<file path="config.mk">
export PLATFORM = sky130hd
export DESIGN_NAME = perceptron_trainer
export DESIGN_NICKNAME = d
export VERILOG_FILES = /design/src/rtl/perceptron_pkg.sv /design/src/rtl/perceptron_trainer_sat_addsub.sv /design/src/rtl/perceptron_trainer.sv
export SDC_FILE = /design/constraint.sdc
export NUM_CORES = 1
export LEC_CHECK = 0
export CORE_MARGIN = 8
export CORE_UTILIZATION = 63
export CTS_CLUSTER_SIZE = 28
export DETAILED_ROUTE_END_ITERATION = 6
export GPL_TIMING_DRIVEN = 0
export MAX_ROUTING_LAYER = met4
export PLACE_DENSITY = 0.85
export SETUP_SLACK_MARGIN = 0.15
export SYNTH_ARGS = -nofsm -noshare
export SYNTH_HDL_FRONTEND = slang
export SYNTH_SLANG_ARGS = --single-unit
export TNS_END_PERCENT = 20
</file>
<file path="constraint.sdc">
create_clock -name clk -period 10.4 [get_ports clk]
set_clock_uncertainty 0.15 [all_clocks]
set_input_delay 2.6 -clock clk [delete_from_list [all_inputs] [get_ports clk]]
set_output_delay 2.6 -clock clk [all_outputs]
set_load 0.02 [all_outputs]
</file>
<file path="src/rtl/perceptron_pkg.sv">
// Shared constants and types for the perceptron trainer / classifier pair.
// Weights are unsigned Q0.8; the threshold and accumulator are unsigned Q3.8.
package perceptron_pkg;

    localparam int unsigned N_FEAT    = 7;
    localparam int unsigned W_WIDTH   = 8;
    localparam int unsigned ACC_WIDTH = W_WIDTH + 3;
    localparam int unsigned IDX_WIDTH = 3;
    localparam int unsigned CNT_WIDTH = 16;
    localparam int unsigned LR_SHIFT  = 3;
    localparam int unsigned STEP      = 1 << LR_SHIFT;

    localparam logic [W_WIDTH-1:0]   W_INIT  = 8'h80;
    localparam logic [ACC_WIDTH-1:0] TH_INIT = 11'd512;

    typedef enum logic [1:0] {
        IDLE   = 2'd0,
        ACCUM  = 2'd1,
        DECIDE = 2'd2,
        UPDATE = 2'd3
    } state_t;

endpackage

</file>
<file path="src/rtl/perceptron_trainer_sat_addsub.sv">
// Saturating add/subtract of a constant step.
// Ports: i_val operand, i_sub (1 = subtract, 0 = add), o_val_c result clamped
// to [0, 2^WIDTH-1]. Purely combinational.
module sat_addsub #(
    parameter int unsigned WIDTH = 8,
    parameter int unsigned STEP  = 8
) (
    input  logic [WIDTH-1:0] i_val,
    input  logic             i_sub,
    output logic [WIDTH-1:0] o_val_c
);

    localparam logic [WIDTH:0] STEP_EXT = (WIDTH+1)'(STEP);

    logic [WIDTH:0] w_sum;
    logic [WIDTH:0] w_diff;

    // The extra MSB flags carry-out on add and borrow on subtract.
    always_comb begin
        w_sum   = {1'b0, i_val} + STEP_EXT;
        w_diff  = {1'b0, i_val} - STEP_EXT;
        o_val_c = i_val;
        if (i_sub) begin
            o_val_c = w_diff[WIDTH] ? '0 : w_diff[WIDTH-1:0];
        end else begin
            o_val_c = w_sum[WIDTH] ? '1 : w_sum[WIDTH-1:0];
        end
    end

endmodule

</file>
<file path="src/rtl/perceptron_trainer.sv">
// Perceptron trainer: accepts labelled feature samples, evaluates them
// bit-serially against a local weight copy, applies the saturating perceptron
// learning rule and streams each changed weight out on a write port.
// Ports:
//   clk, rst_n (synchronous, active-high: 1 = reset)
//   sample_valid/sample_ready/sample_x/sample_label/train_en : sample input
//   result_valid/result_pred/result_err                      : prediction pulse
//   wt_wr_en/wt_wr_addr/wt_wr_data                           : weight write port
//   threshold, err_count                                     : status
module perceptron_trainer
    import perceptron_pkg::*;
(
    input  logic                   clk,
    input  logic                   rst_n,
    input  logic                   sample_valid,
    output logic                   sample_ready,
    input  logic [N_FEAT-1:0]      sample_x,
    input  logic                   sample_label,
    input  logic                   train_en,
    output logic                   result_valid,
    output logic                   result_pred,
    output logic                   result_err,
    output logic                   wt_wr_en,
    output logic [IDX_WIDTH-1:0]   wt_wr_addr,
    output logic [W_WIDTH-1:0]     wt_wr_data,
    output logic [ACC_WIDTH-1:0]   threshold,
    output logic [CNT_WIDTH-1:0]   err_count
);

    state_t                 r_state;
    logic [W_WIDTH-1:0]     r_w [N_FEAT];
    logic [ACC_WIDTH-1:0]   r_acc;
    logic [IDX_WIDTH-1:0]   r_idx;
    logic [N_FEAT-1:0]      r_x;
    logic                   r_label;
    logic                   r_train;

    logic [W_WIDTH-1:0]     w_w_cur;
    logic [W_WIDTH-1:0]     w_w_new;
    logic [ACC_WIDTH-1:0]   w_th_new;
    logic                   w_last;
    logic                   w_pred;
    logic                   w_err;

    assign w_w_cur = r_w[r_idx];
    assign w_last  = (r_idx == IDX_WIDTH'(N_FEAT - 1));
    assign w_pred  = (r_acc >= threshold);
    assign w_err   = (w_pred != r_label);

    // Label 1 means the sample was under-scored: raise weights, lower threshold.
    sat_addsub #(.WIDTH(W_WIDTH), .STEP(STEP)) u_wt_step (
        .i_val   (w_w_cur),
        .i_sub   (~r_label),
        .o_val_c (w_w_new)
    );

    sat_addsub #(.WIDTH(ACC_WIDTH), .STEP(STEP)) u_th_step (
        .i_val   (threshold),
        .i_sub   (r_label),
        .o_val_c (w_th_new)
    );

    // Control FSM with all outputs registered.
    always_ff @(posedge clk) begin
        if (rst_n) begin
            r_state      <= IDLE;
            r_acc        <= '0;
            r_idx        <= '0;
            r_x          <= '0;
            r_label      <= 1'b0;
            r_train      <= 1'b0;
            sample_ready <= 1'b1;
            result_valid <= 1'b0;
            result_pred  <= 1'b0;
            result_err   <= 1'b0;
            wt_wr_en     <= 1'b0;
            wt_wr_addr   <= '0;
            wt_wr_data   <= '0;
            threshold    <= TH_INIT;
            err_count    <= '0;
            for (int i = 0; i < int'(N_FEAT); i++) begin
                r_w[i] <= W_INIT;
            end
        end else begin
            result_valid <= 1'b0;
            wt_wr_en     <= 1'b0;
            case (r_state)
                IDLE: begin
                    if (sample_valid && sample_ready) begin
                        r_x          <= sample_x;
                        r_label      <= sample_label;
                        r_train      <= train_en;
                        r_idx        <= '0;
                        r_acc        <= '0;
                        sample_ready <= 1'b0;
                        r_state      <= ACCUM;
                    end else begin
                        // Ready rises one cycle after returning to IDLE.
                        sample_ready <= 1'b1;
                    end
                end
                ACCUM: begin
                    if (r_x[r_idx]) begin
                        r_acc <= r_acc + ACC_WIDTH'(w_w_cur);
                    end
                    if (w_last) begin
                        r_idx   <= '0;
                        r_state <= DECIDE;
                    end else begin
                        r_idx <= r_idx + IDX_WIDTH'(1);
                    end
                end
                DECIDE: begin
                    result_valid <= 1'b1;
                    result_pred  <= w_pred;
                    result_err   <= w_err;
                    if (w_err && (err_count != '1)) begin
                        err_count <= err_count + CNT_WIDTH'(1);
                    end
                    r_idx   <= '0;
                    r_state <= (w_err && r_train) ? UPDATE : IDLE;
                end
                UPDATE: begin
                    // Saturated weights are still written with their held value.
                    if (r_x[r_idx]) begin
                        r_w[r_idx] <= w_w_new;
                        wt_wr_en   <= 1'b1;
                        wt_wr_addr <= r_idx;
                        wt_wr_data <= w_w_new;
                    end
                    if (w_last) begin
                        threshold <= w_th_new;
                        r_idx     <= '0;
                        r_state   <= IDLE;
                    end else begin
                        r_idx <= r_idx + IDX_WIDTH'(1);
                    end
                end
                default: r_state <= IDLE;
            endcase
        end
    end

endmodule

</file>
==> results of run 1 <==
power groups by stage:
stage	clock, µW	combinational (µW)	sequential (µW)
after floorplan	0	76.9	571
after global placement	0	107	573
after detailed placement	0	110	574
after CTS	611	112	563
after global routing	632	123	564
final	611	114	563
worst paths after layout:
| path | startpoint | to | slack (ps) | depth (start not counted) |
|---|---|---|---|---|
| setup / recovery | register | r_acc[10] | 5850 | 14 |
| hold / removal | r_train | r_train | 310 | 2 |
| hold reg to reg | r_train | r_train | 310 | 2 |
| setup reg to reg | register | r_acc[10] | 5850 | 14 |
layout make-up:
cell class	instances	share of cell area [%]
multi-input cells	551	43.4
flip-flops and latches	133	37.9
repair buffers	53	6.24
clock buffers	18	5.05
plain buffers	40	2.27
well taps	143	2.11
clock inverters	14	1.93
inverters	24	1.06
metal layers:
metal  routed length [µm]  part of all wire [%]
met2                 9920                    51
met4                  643                   3.3
met5                    0                     0
met1                 7550                    38
met3                 1520                   7.7
stage by stage:
step           cell area [µm²]  hold slack (ps)
4_1_cts                   8500              311
3_3_place_gp              7900              290
2_1_floorplan             7190              270
3_5_place_dp              7900              297
6_report                  8500              314
5_1_grt                   8500              335
critical path: cells and delay by family (launching register included):
family | cells | cell delay [ps]
adders and majority gates | 2 | 660
and+or+nand+nor | 1 | 90
muxes | 2 | 700
AOI/OAI and AO/OA | 6 | 1660
DFF | 1 | 340
buffers and inverters | 3 | 870
Yosys cell counts (all sizes together), types with 3 or more instances:
master and n:
nor2 95, nor4b 5, xor2 5, nand2b 14, nor2b 22, nand3 32, a211oi 8, a311oi 3
nand4b 6, nand3b 4, dfxtp 77, buf 14, edfxtp 56, a22oi 4, or3 5, mux2 21
ha 24, a2bb2oi 3, a31oi 3, o21a 5, mux2i 10, nor4 5, inv 23, nand2 75
o31a 5, xnor2 4, mux4 14, a21oi 52, nand4 11, and3 9, clkbuf 26, nor3 21
a21o 6, o221ai 3, o21ai 35, a31o 3
sequential cells by signal, summed over array words and instances (netlist names), named ones only:
register,count
result_valid,1
result_err,1
wt_wr_data,8
r_state,2
r_w,64
result_pred,1
wt_wr_en,1
r_acc,11
wt_wr_addr,3
r_label,1
r_x,7
r_idx,3
r_train,1
sample_ready,1
err_count,16
threshold,9
cell families (layout without fill, tap and decap cells):
family / after synthesis / after routing
AOI/OAI and AO/OA: 148 / 148
xor gates and xnor gates: 9 / 9
adders and majority gates: 25 / 25
buffers and inverters: 64 / 149
DFF: 133 / 133
muxes: 45 / 45
other: 1 / 8
and+or+nand+nor: 316 / 316
==> metrics.md, run 1 <==
| Metric | Value |
|---|---|
| Result of the run | finished clean |
| Final count of negative-setup-slack endpoints | 0 |
| Row cnt | 39 |
| Max FO, Critical Path | 10 |
| Area used by multi-input combinational logic | 3690 µm² |
| Synth Area in Simple Gates | 21.9% |
| Final Slew Violations | 0 |
| Share of the cycle needed by the critical path after routing | 43.8% |
| Worst slew margin relative to its limit | 44.1% |
| Number of search-and-repair iterations in the first detailed-routing pass | 5 |
| Number of global-route vias before repair | 6243 |
| Count of antenna diodes in the layout | 0 |
| Cell Chain, Critical Path | buf_6 -> clkbuf_1 -> buf_2 -> mux4_2 -> mux2_2 -> ha_1 -> fa_1 -> a21o_1 -> a21oi_1 -> nor2_1 -> o31a_1 -> o311ai_0 -> o21ai_0 -> a21boi_0 |
| Maximum number of pins on one net before global-route repair | 17 |
| Warnings from Yosys | 0 |
| Seq/Total Area, Yosys | 45.0% |
| Post-detailed-route via-to-cell ratio | 6.41 |
| Adder-cell area share of the yosys netlist | 4.47% |
| Clock buffers created by TritonCTS | 17 |
| Maximum resistive drop on vdd | 0.102 mV |
| Share of the synthesized area in compound gates (AO/OA/AOI/OAI) | 13.9% |
| Class of the tightest hold or removal check | register to register |
| Area occupied by registers | 3220 µm² |
| Slew at the pin with the worst max-slew slack | 831 ps |
| GRT Overall Usage | 27.8% |
| Layout filler cell count | 773 |
| Unrepaired setup endpoints after global routing | false |
| Crit path launch type | register |
| Setup Crit Path Kind | register to register |
| Largest family of logic cells by synthesized area | simple AND/OR/NAND/NOR gates |
| Total congestion overflow | 0 |
| Switching power total | 334 µW |
| Post-layout instance count excluding filler cells | 976 |
| P per Cell Area | 152 nW/µm² |
| Post-placement setup slack | 5590 ps |
| Hold violation count in the final report | 0 |
| Detailed placer's ending HPWL | 14.2 mm |
| Antenna violations before repair | 0 |
| Wire length of the first global-routing pass | 31.6 mm |
| Most frequent cells in the layout | nor2_1 (95), dfxtp_1 (77), nand2_1 (74) |
| Synth cell types | 79 |
| Leading cell type in the layout, fill and taps excluded | nor2_1 |
| Most area-consuming cells after synthesis | edfxtp_1 (23%), dfxtp_1 (22%), nor2_1 (5.0%) |
| Placed cells | 944 |
| Hold-fix buffers, CTS | 0 |
| Port-buffer cells | 53 |
| Portion of netlist area occupied by mux cells | 9.71% |
| Final sum of negative setup slack | 0 ps |
| Crit path max-delay cell type | o311ai_0 |
| Die Height | 123 µm |
| NumNets Final | 857 |
| Register bit total from synthesis | 133 |
| Number of remaining DRC errors | 0 |
| Area grow syn2layout | 18.5% |
| TritonCTS clock tree | yes |
| Post-synthesis xor/xnor area fraction | 1.10% |
| LEAKAGE | 0.00302 µW |
| Wire length after detailed routing | 19.6 mm |
| Cell accounting for the most synthesized area | edfxtp_1 |
| Average size of a mapped cell | 9.67 µm² |
| Total I/O pin count | 55 |
| Routing usage on met1 | 31.6% |
| Shortest clock period the worst path allows after layout | 4550 ps |
| Share of layout cells above drive strength 1 | 12.2% |
| Clock power share | 47.4% |
| Total number of vias | 6254 |
| Share of flip-flops with an asynchronous set or reset | 0% |
| Switching fraction of total power | 25.9% |
| Die area | 15000 µm² |
| H-tree lvl count | 4 |
| WP data arrival | 4750 ps |
| Most used DFF post-synth | dfxtp_1 |
| Final Power | 1290 µW |
| Cell count after synthesis | 741 |
| Worst stage delay on the critical path | 600 ps |
| Layer carrying the most global-route usage | met2 |
| Gp weighted congestion | 0.909 |
| Clock network latency to the later pin of the worst-skew pair | 420 ps |
| Fraction of met3 tracks used by global routing | 5.66% |
| Achievable frequency | 0.220 GHz |
| GRT met2 Usage | 46.9% |
| EDFF count, synth | 56 |
| Type of destination of the critical path | register |
| Fraction of the core area covered by cells at the end of the flow | 75.4% |
| Fraction of power consumed by combinational cells | 8.9% |
| Sequential Power Share | 43.7% |
| Sink Count | 133 |
| Netlist area before placement | 7170 µm² |
| Fraction of synthesized cell area taken by the top area cell type | 23.5% |
| Root buf cell | clkbuf_16 |
| Data required time at the worst endpoint | 10590 ps |
| Maximum buffer depth of the clock tree | 2 |
| Core Footprint | 11300 µm² |
| Worst setup margin | 5850 ps |
| Effective utilization at floorplan | 63.6% |
| Internal | 954 µW |
| Max capacitance violation total | 0 |
| Number of gates given a new drive strength after cts | 0 |
| Antenna viol nets, final | 0 |
| Buffers inserted by post-CTS timing repair | 0 |
| Average wire per cell in the routed design | 20.1 µm |
| First-iteration detailed-routing DRC count | 597 |
| Clock transition at the register clock pins on the worst setup and hold paths after CTS | 60 ps |
| Floorplan die width | 123 µm |
(Power assumes the default switching activity.)
==> run 2, diff against run 1 <==
- CORE_UTILIZATION: 63 -> 53
- PLACE_DENSITY: 0.85 -> 0.76
- clock period: 10.4 -> 3.9 ns (I/O delays scaled with it)
==> run 2 against run 1 <==
  * Flip-flop and latch count is the same
  * Critical endpoint is now r_acc[8]
  * Sequential power grew to 2.7 times the previous value
  * Final area is 1.4% higher
  * Fmax up 27%
  * First-iteration DRC count shrank 21%
==> metrics.md, run 2 (synthesis results as in run 1) <==
| Metric | Value |
|---|---|
| Average wire per cell in the routed design | 18.5 µm (was 20.1 µm) |
| Share of layout cells above drive strength 1 | 12.5% (was 12.2%) |
| Share of the cycle needed by the critical path after routing | 92.1% (was 43.8%) |
| Area grow syn2layout | 20.2% (was 18.5%) |
| Row cnt | 42 (was 39) |
| Number of global-route vias before repair | 5968 (was 6243) |
| Max FO, Critical Path | 10 (unchanged) |
| Setup slack, reg-to-reg | 310 ps (was 5850 ps) |
| Maximum number of pins on one net before global-route repair | 20 (was 17) |
| Switching power total | 831 µW (was 334 µW) |
| Hold Path Origin | r_w[6][1] (was r_train) |
| Crit path max-delay cell type | mux4_2 (was o311ai_0) |
| P per Cell Area | 403 nW/µm² (was 152 nW/µm²) |
| Sink Count | 133 (unchanged) |
| Wire length after detailed routing | 18.7 mm (was 19.6 mm) |
| Core Footprint | 13200 µm² (was 11300 µm²) |
| Max capacitance violation total | 0 (unchanged) |
| Maximum buffer depth of the clock tree | 2 (unchanged) |
| Die Height | 132 µm (was 123 µm) |
| Maximum resistive drop on vdd | 0.273 mV (was 0.102 mV) |
| Delay-heaviest family, CP | compound AO/OA/AOI/OAI gates (unchanged) |
| Flip-flop count of the largest register after layout | 64 (unchanged) |
| Result of the run | finished clean (unchanged) |
| Wire length on met3 | 789 µm (was 1.52 mm) |
| Antenna viol nets, final | 0 (unchanged) |
| Clock power share | 48.0% (was 47.4%) |
| Final sum of negative setup slack | 0 ps (unchanged) |
| First-iteration detailed-routing DRC count | 470 (was 597) |
| Met2 wire len | 9.12 mm (was 9.92 mm) |
| Total I/O pin count | 55 (unchanged) |
| Clock buffers created by TritonCTS | 17 (unchanged) |
| Unrepaired setup endpoints after global routing | false (unchanged) |
| Total number of vias | 5941 (was 6254) |
| Floorplan die width | 132 µm (was 123 µm) |
| Cell Chain, Critical Path | buf_6 -> buf_8 -> mux4_2 -> mux2_4 -> ha_1 -> fa_2 -> a21o_1 -> a21oi_2 -> nor2_1 -> o31a_1 -> o311ai_4 -> xor2_1 -> nor3_1 (was buf_6 -> clkbuf_1 -> buf_2 -> mux4_2 -> mux2_2 -> ha_1 -> fa_1 -> a21o_1 -> a21oi_1 -> nor2_1 -> o31a_1 -> o311ai_0 -> o21ai_0 -> a21boi_0) |
| Die area | 17500 µm² (was 15000 µm²) |
| Final count of negative-setup-slack endpoints | 0 (unchanged) |
| H-tree lvl count | 4 (unchanged) |
| Clock transition at the register clock pins on the worst setup and hold paths after CTS | 60 ps (about the same) |
| Leading cell type in the layout, fill and taps excluded | nor2_1 (unchanged) |
| Data required time at the worst endpoint | 4030 ps (was 10590 ps) |
| Sequential Power Share | 43.2% (was 43.7%) |
| Number of buffers and inverters on the critical path | 2 (was 3) |
| TritonCTS clock tree | yes (unchanged) |
| Crit path launch type | register (unchanged) |
| Registers with the most flip-flops | r_w (64), err_count (16), r_acc (11) (unchanged) |
| WP data arrival | 3720 ps (was 4750 ps) |
| Port-buffer cells | 53 (unchanged) |
| Class of the tightest hold or removal check | register to register (unchanged) |
| Total congestion overflow | 0 (unchanged) |
| Root buf cell | clkbuf_16 (unchanged) |
| Shortest clock period the worst path allows after layout | 3590 ps (was 4550 ps) |
| Number of search-and-repair iterations in the first detailed-routing pass | 5 (unchanged) |
| Number of remaining DRC errors | 0 (unchanged) |
| Fraction of the core area covered by cells at the end of the flow | 65.1% (was 75.4%) |
| Uppermost layer routed | met4 (unchanged) |
| Worst stage delay on the critical path | 500 ps (was 600 ps) |
| Clock network latency to the later pin of the worst-skew pair | 420 ps (about the same) |
| Worst slew margin relative to its limit | 51.9% (was 44.1%) |
| Final Slew Violations | 0 (unchanged) |
| Post-detailed-route via-to-cell ratio | 5.89 (was 6.41) |
| Achievable frequency | 0.278 GHz (was 0.220 GHz) |
| Effective utilization at floorplan | 54.1% (was 63.6%) |
| Detailed placer's ending HPWL | 13.7 mm (was 14.2 mm) |
| GRT Overall Usage | 22.0% (was 27.8%) |
| Biggest register | r_w (unchanged) |
| Setup Crit Path Kind | register to register (unchanged) |
| Count of antenna diodes in the layout | 0 (unchanged) |
| Gp weighted congestion | 0.903 (was 0.909) |
| Wire length of the first global-routing pass | 29.9 mm (was 31.6 mm) |
| Most frequent cells in the layout | nor2_1 (95), dfxtp_1 (77), nand2_1 (74) (unchanged) |
| WL met1 | 8.12 mm (was 7.55 mm) |
| Slew at the pin with the worst max-slew slack | 714 ps (was 831 ps) |
| Hold violation count in the final report | 0 (unchanged) |
| Fraction of power consumed by combinational cells | 8.8% (was 8.9%) |
| Switching fraction of total power | 23.9% (was 25.9%) |
| Internal | 2640 µW (was 954 µW) |
| Type of destination of the critical path | register (unchanged) |
| LEAKAGE | 0.00304 µW (was 0.00302 µW) |
| NumNets Final | 857 (unchanged) |
| Antenna violations before repair | 0 (unchanged) |
run 2: cell types whose count changed in the layout (fill, tap and decap cells not counted), moves of 2 or more:
cell,change
buf_2,-4
buf_4,+3
clkbuf_16,+3
clkinv_2,+2
inv_6,-6
run 2: power groups by stage:
stage | clock, µW | sequential, µW | combinational, µW
after floorplan | 0 | 1520 | 205
after global placement | 0 | 1530 | 285
after detailed placement | 0 | 1530 | 293
after CTS | 1680 | 1500 | 301
after global routing | 1730 | 1500 | 330
final | 1670 | 1500 | 305
run 2: metrics by stage:
stage                     hold WS [ps]  worst slack (ps)  cell area [µm²]  cells  power, µW
after CTS                          307               201             8610   1008       3480
after detailed placement           294              -368             7950    977       1820
final                              306               309             8620   1009       3470
after floorplan                    270               148             7190    748       1730
after global routing               317               182             8620   1009       3570
after global placement             290              -295             7950    977       1810
run 2: worst register-to-register path: stages, from the launching register on:
cell      delay (ps)
dfxtp_1          350
buf_6            120
buf_8            150
mux4_2           500
mux2_4           320
ha_1             230
fa_2             360
a21o_1           200
a21oi_2          150
nor2_1            80
o31a_1           280
o311ai_4         300
xor2_1           190
nor3_1            60
run 2: area by class of cell:
class	instances	area (µm²)
timing repair buffer	55	546
fill	1084	4620
sequential	133	3220
clock buffer	22	508
inverter	24	90.1
clock inverter	10	114
multi-input combinational	551	3720
tap	176	220
buffer	38	203
run 2: timing repair:
item                                    CTS  global route
endpoints found under the hold margin     0             0
hold buffers                              0             0
setup buffers                             1             1
resized for setup                         9             2
endpoints found under the setup margin    4             2
pin swaps                                 1             3
run 2: metal layers:
layer	track usage [%]	vias up
met5	-	-
met4	12.0	0
met3	3.81	42
met2	36.3	188
met1	25.2	2854
li1	-	2857
run 2: worst paths after layout:
path	to	cells after the start
setup reg to reg	r_acc[8]	13
setup / recovery	r_acc[8]	13
hold reg to reg	r_w[6][1]	2
hold / removal	r_w[6][1]	2
==> run 3, diff against run 2 <==
- GPL_TIMING_DRIVEN: 0 -> unset
==> run 3 against run 2 <==
  * First-iteration DRC count fell by 0.43%
  * Non-clock buffer count down 17
  * Critical endpoint is now r_acc[10]
  * Combinational power shrank 5%
  * Fmax increased by 2.9%
  * Via count down 1.7%
  * Wire length is 5.0% lower
  * Final area fell by 0.62%
  * Flip-flop and latch count did not move
==> metrics.md, run 3 (synthesis results as in run 1) <==
| Metric | Value |
|---|---|
| Antenna violations before repair | 0 (unchanged) |
| Fraction of the core area covered by cells at the end of the flow | 64.7% (was 65.1%) |
| Clock network latency to the later pin of the worst-skew pair | 420 ps (about the same) |
| Achievable frequency | 0.286 GHz (was 0.278 GHz) |
| WP data arrival | 3690 ps (was 3720 ps) |
| Die Height | 132 µm (unchanged) |
| NumNets Final | 840 (was 857) |
| Leading cell type in the layout, fill and taps excluded | nor2_1 (unchanged) |
| Number of search-and-repair iterations in the first detailed-routing pass | 5 (unchanged) |
| Clock buffers created by TritonCTS | 17 (unchanged) |
| Cells on Worst Hold Path | 2 (unchanged) |
| Clock transition at the register clock pins on the worst setup and hold paths after CTS | 60 ps (about the same) |
| Crit path launch type | register (unchanged) |
| Total I/O pin count | 55 (unchanged) |
| P per Cell Area | 407 nW/µm² (was 403 nW/µm²) |
| Worst stage delay on the critical path | 510 ps (was 500 ps) |
| Wire length after detailed routing | 17.7 mm (was 18.7 mm) |
| Data required time at the worst endpoint | 4100 ps (was 4030 ps) |
| Delay-heaviest family, CP | compound AO/OA/AOI/OAI gates (unchanged) |
| Number of global-route vias before repair | 5757 (was 5968) |
| Share of layout cells above drive strength 1 | 14.1% (was 12.5%) |
| Hold violation count in the final report | 0 (unchanged) |
| Depth of the critical timing path with buffers and inverters included | 11 (was 13) |
| Biggest register | r_w (unchanged) |
| Wire length on met3 | 870 µm (was 789 µm) |
| Maximum number of pins on one net before global-route repair | 88 (was 20) |
| LEAKAGE | 0.00305 µW (was 0.00304 µW) |
| Result of the run | finished clean (unchanged) |
| Number of buffers and inverters on the critical path | 1 (was 2) |
| Count of antenna diodes in the layout | 0 (unchanged) |
| Uppermost layer routed | met4 (unchanged) |
| Core Footprint | 13200 µm² (unchanged) |
| Final Power | 3490 µW (was 3470 µW) |
| Average wire per cell in the routed design | 17.9 µm (was 18.5 µm) |
| Post-detailed-route via-to-cell ratio | 5.89 (about the same) |
| Die area | 17500 µm² (unchanged) |
| Antenna viol nets, final | 0 (unchanged) |
| Critical R2R Capture | r_acc[10] (was r_acc[8]) |
| Unrepaired setup endpoints after global routing | false (unchanged) |
| Effective utilization at floorplan | 54.1% (unchanged) |
| Setup slack, reg-to-reg | 410 ps (was 310 ps) |
| Number of remaining DRC errors | 0 (unchanged) |
| H-tree lvl count | 4 (unchanged) |
| Type of destination of the critical path | register (unchanged) |
| Area occupied by registers | 3220 µm² (unchanged) |
| Share of the cycle needed by the critical path after routing | 89.5% (was 92.1%) |
| Row cnt | 42 (unchanged) |
| Layout filler cell count | 1091 (was 1084) |
| Max capacitance violation total | 0 (unchanged) |
| Setup Crit Path Kind | register to register (unchanged) |
| Sink Count | 133 (unchanged) |
| Area used by multi-input combinational logic | 3700 µm² (was 3720 µm²) |
| Shortest clock period the worst path allows after layout | 3490 ps (was 3590 ps) |
| Registers with the most flip-flops | r_w (64), err_count (16), r_acc (11) (unchanged) |
| Total number of vias | 5838 (was 5941) |
| Detailed placer's ending HPWL | 12.8 mm (was 13.7 mm) |
| Hold-fix buffers, CTS | 0 (unchanged) |
| Path depth of the worst reg2reg path | 11 (was 13) |
| Area grow syn2layout | 19.5% (was 20.2%) |
| Port-buffer cells | 54 (was 53) |
| Final count of negative-setup-slack endpoints | 0 (unchanged) |
| TritonCTS clock tree | yes (unchanged) |
| Root buf cell | clkbuf_16 (unchanged) |
| WL met1 | 7.70 mm (was 8.12 mm) |
| Cell Chain, Critical Path | buf_4 -> mux4_2 -> mux2_2 -> fa_1 -> a21o_1 -> a21oi_1 -> nor2_1 -> o31a_1 -> o311ai_2 -> o21ai_0 -> a21boi_0 (was buf_6 -> buf_8 -> mux4_2 -> mux2_4 -> ha_1 -> fa_2 -> a21o_1 -> a21oi_2 -> nor2_1 -> o31a_1 -> o311ai_4 -> xor2_1 -> nor3_1) |
| Floorplan die width | 132 µm (unchanged) |
| Worst setup path end | r_acc[10] (was r_acc[8]) |
| Flip-flop count of the largest register after layout | 64 (unchanged) |
| Maximum buffer depth of the clock tree | 2 (unchanged) |
| Final Slew Violations | 0 (unchanged) |
| Worst slew margin relative to its limit | 43.9% (was 51.9%) |
| GRT Overall Usage | 21.1% (was 22.0%) |
| Met2 wire len | 8.71 mm (was 9.12 mm) |
| Total congestion overflow | 0 (unchanged) |
| Gp weighted congestion | 0.914 (was 0.903) |
| Crit path max-delay cell type | mux4_2 (unchanged) |
| Max FO, Critical Path | 5 (was 10) |
| Class of the tightest hold or removal check | register to register (unchanged) |
| First-iteration detailed-routing DRC count | 468 (was 470) |
| Final sum of negative setup slack | 0 ps (unchanged) |
| Maximum resistive drop on vdd | 0.328 mV (was 0.273 mV) |
| Most frequent cells in the layout | nor2_1 (95), dfxtp_1 (77), nand2_1 (74) (unchanged) |
| Slew at the pin with the worst max-slew slack | 841 ps (was 714 ps) |
| Wire length of the first global-routing pass | 29.2 mm (was 29.9 mm) |
==> run 3: cell count changes in the layout (fill, tap and decap cells not counted), moves of 2 or more <==
cell       previous run  this run
clkbuf_1             27         0
buf_4                 6        22
buf_2                 3         1
clkbuf_16            20        17
bufinv_16             2         4
clkinv_4              0         4
buf_6                 4         0
==> run 3: worst min path at each step <==
stage,from,endpoint,slack (ps)
2_1_floorplan,r_w[6][0],r_w[6][0],270
3_3_place_gp,r_w[6][0],r_w[6][0],290
3_5_place_dp,r_x[6],r_x[6],300
4_1_cts,r_x[6],r_x[6],310
5_1_grt,r_x[6],r_x[6],330
6_report,r_x[6],r_x[6],300
==> run 3: stage by stage <==
step / worst slack [ps] / cell area [µm²] / hold slack (ps) / instances
3_5_place_dp: 308 / 7930 / 298 / 960
5_1_grt: 203 / 8570 / 326 / 992
3_3_place_gp: 414 / 7930 / 292 / 960
2_1_floorplan: 148 / 7190 / 270 / 748
6_report: 408 / 8570 / 302 / 992
4_1_cts: 300 / 8560 / 306 / 992
==> run 3: worst register-to-register path, stage by stage (launching register included) <==
cell and delay, ps:
dfxtp_1 400, buf_4 190, mux4_2 510, mux2_2 350, fa_1 440, a21o_1 190
a21oi_1 230, nor2_1 90, o31a_1 270, o311ai_2 300, o21ai_0 140, a21boi_0 170
==> run 3: timing repair <==
item,in CTS,in global routing
setup endpoints to repair,0,2
buffers inserted,0,0
resized for setup,0,1
==> run 3: cell type report <==
type / instances / area share, %
timing repair buffer: 76 / 8.18
multi-input combinational: 551 / 43.2
clock buffer: 17 / 4.97
clock inverter: 15 / 2.40
inverter: 24 / 1.05
tap: 176 / 2.57
sequential: 133 / 37.6
==> run 3: power by group <==
part / total [µW] / internal, µW / switching (µW)
Sequential: 1500 / 1480 / 24.7
Combinational: 290 / 106 / 183
Clock: 1690 / 1070 / 620
Total: 3490 / 2660 / 828
==> run 3: per-layer routing <==
layer | up-vias | global-route usage [%]
li1 | 2825 | -
met1 | 2774 | 24.4
met2 | 196 | 35.1
met3 | 43 | 4.65
met4 | 0 | 8.26
met5 | - | -
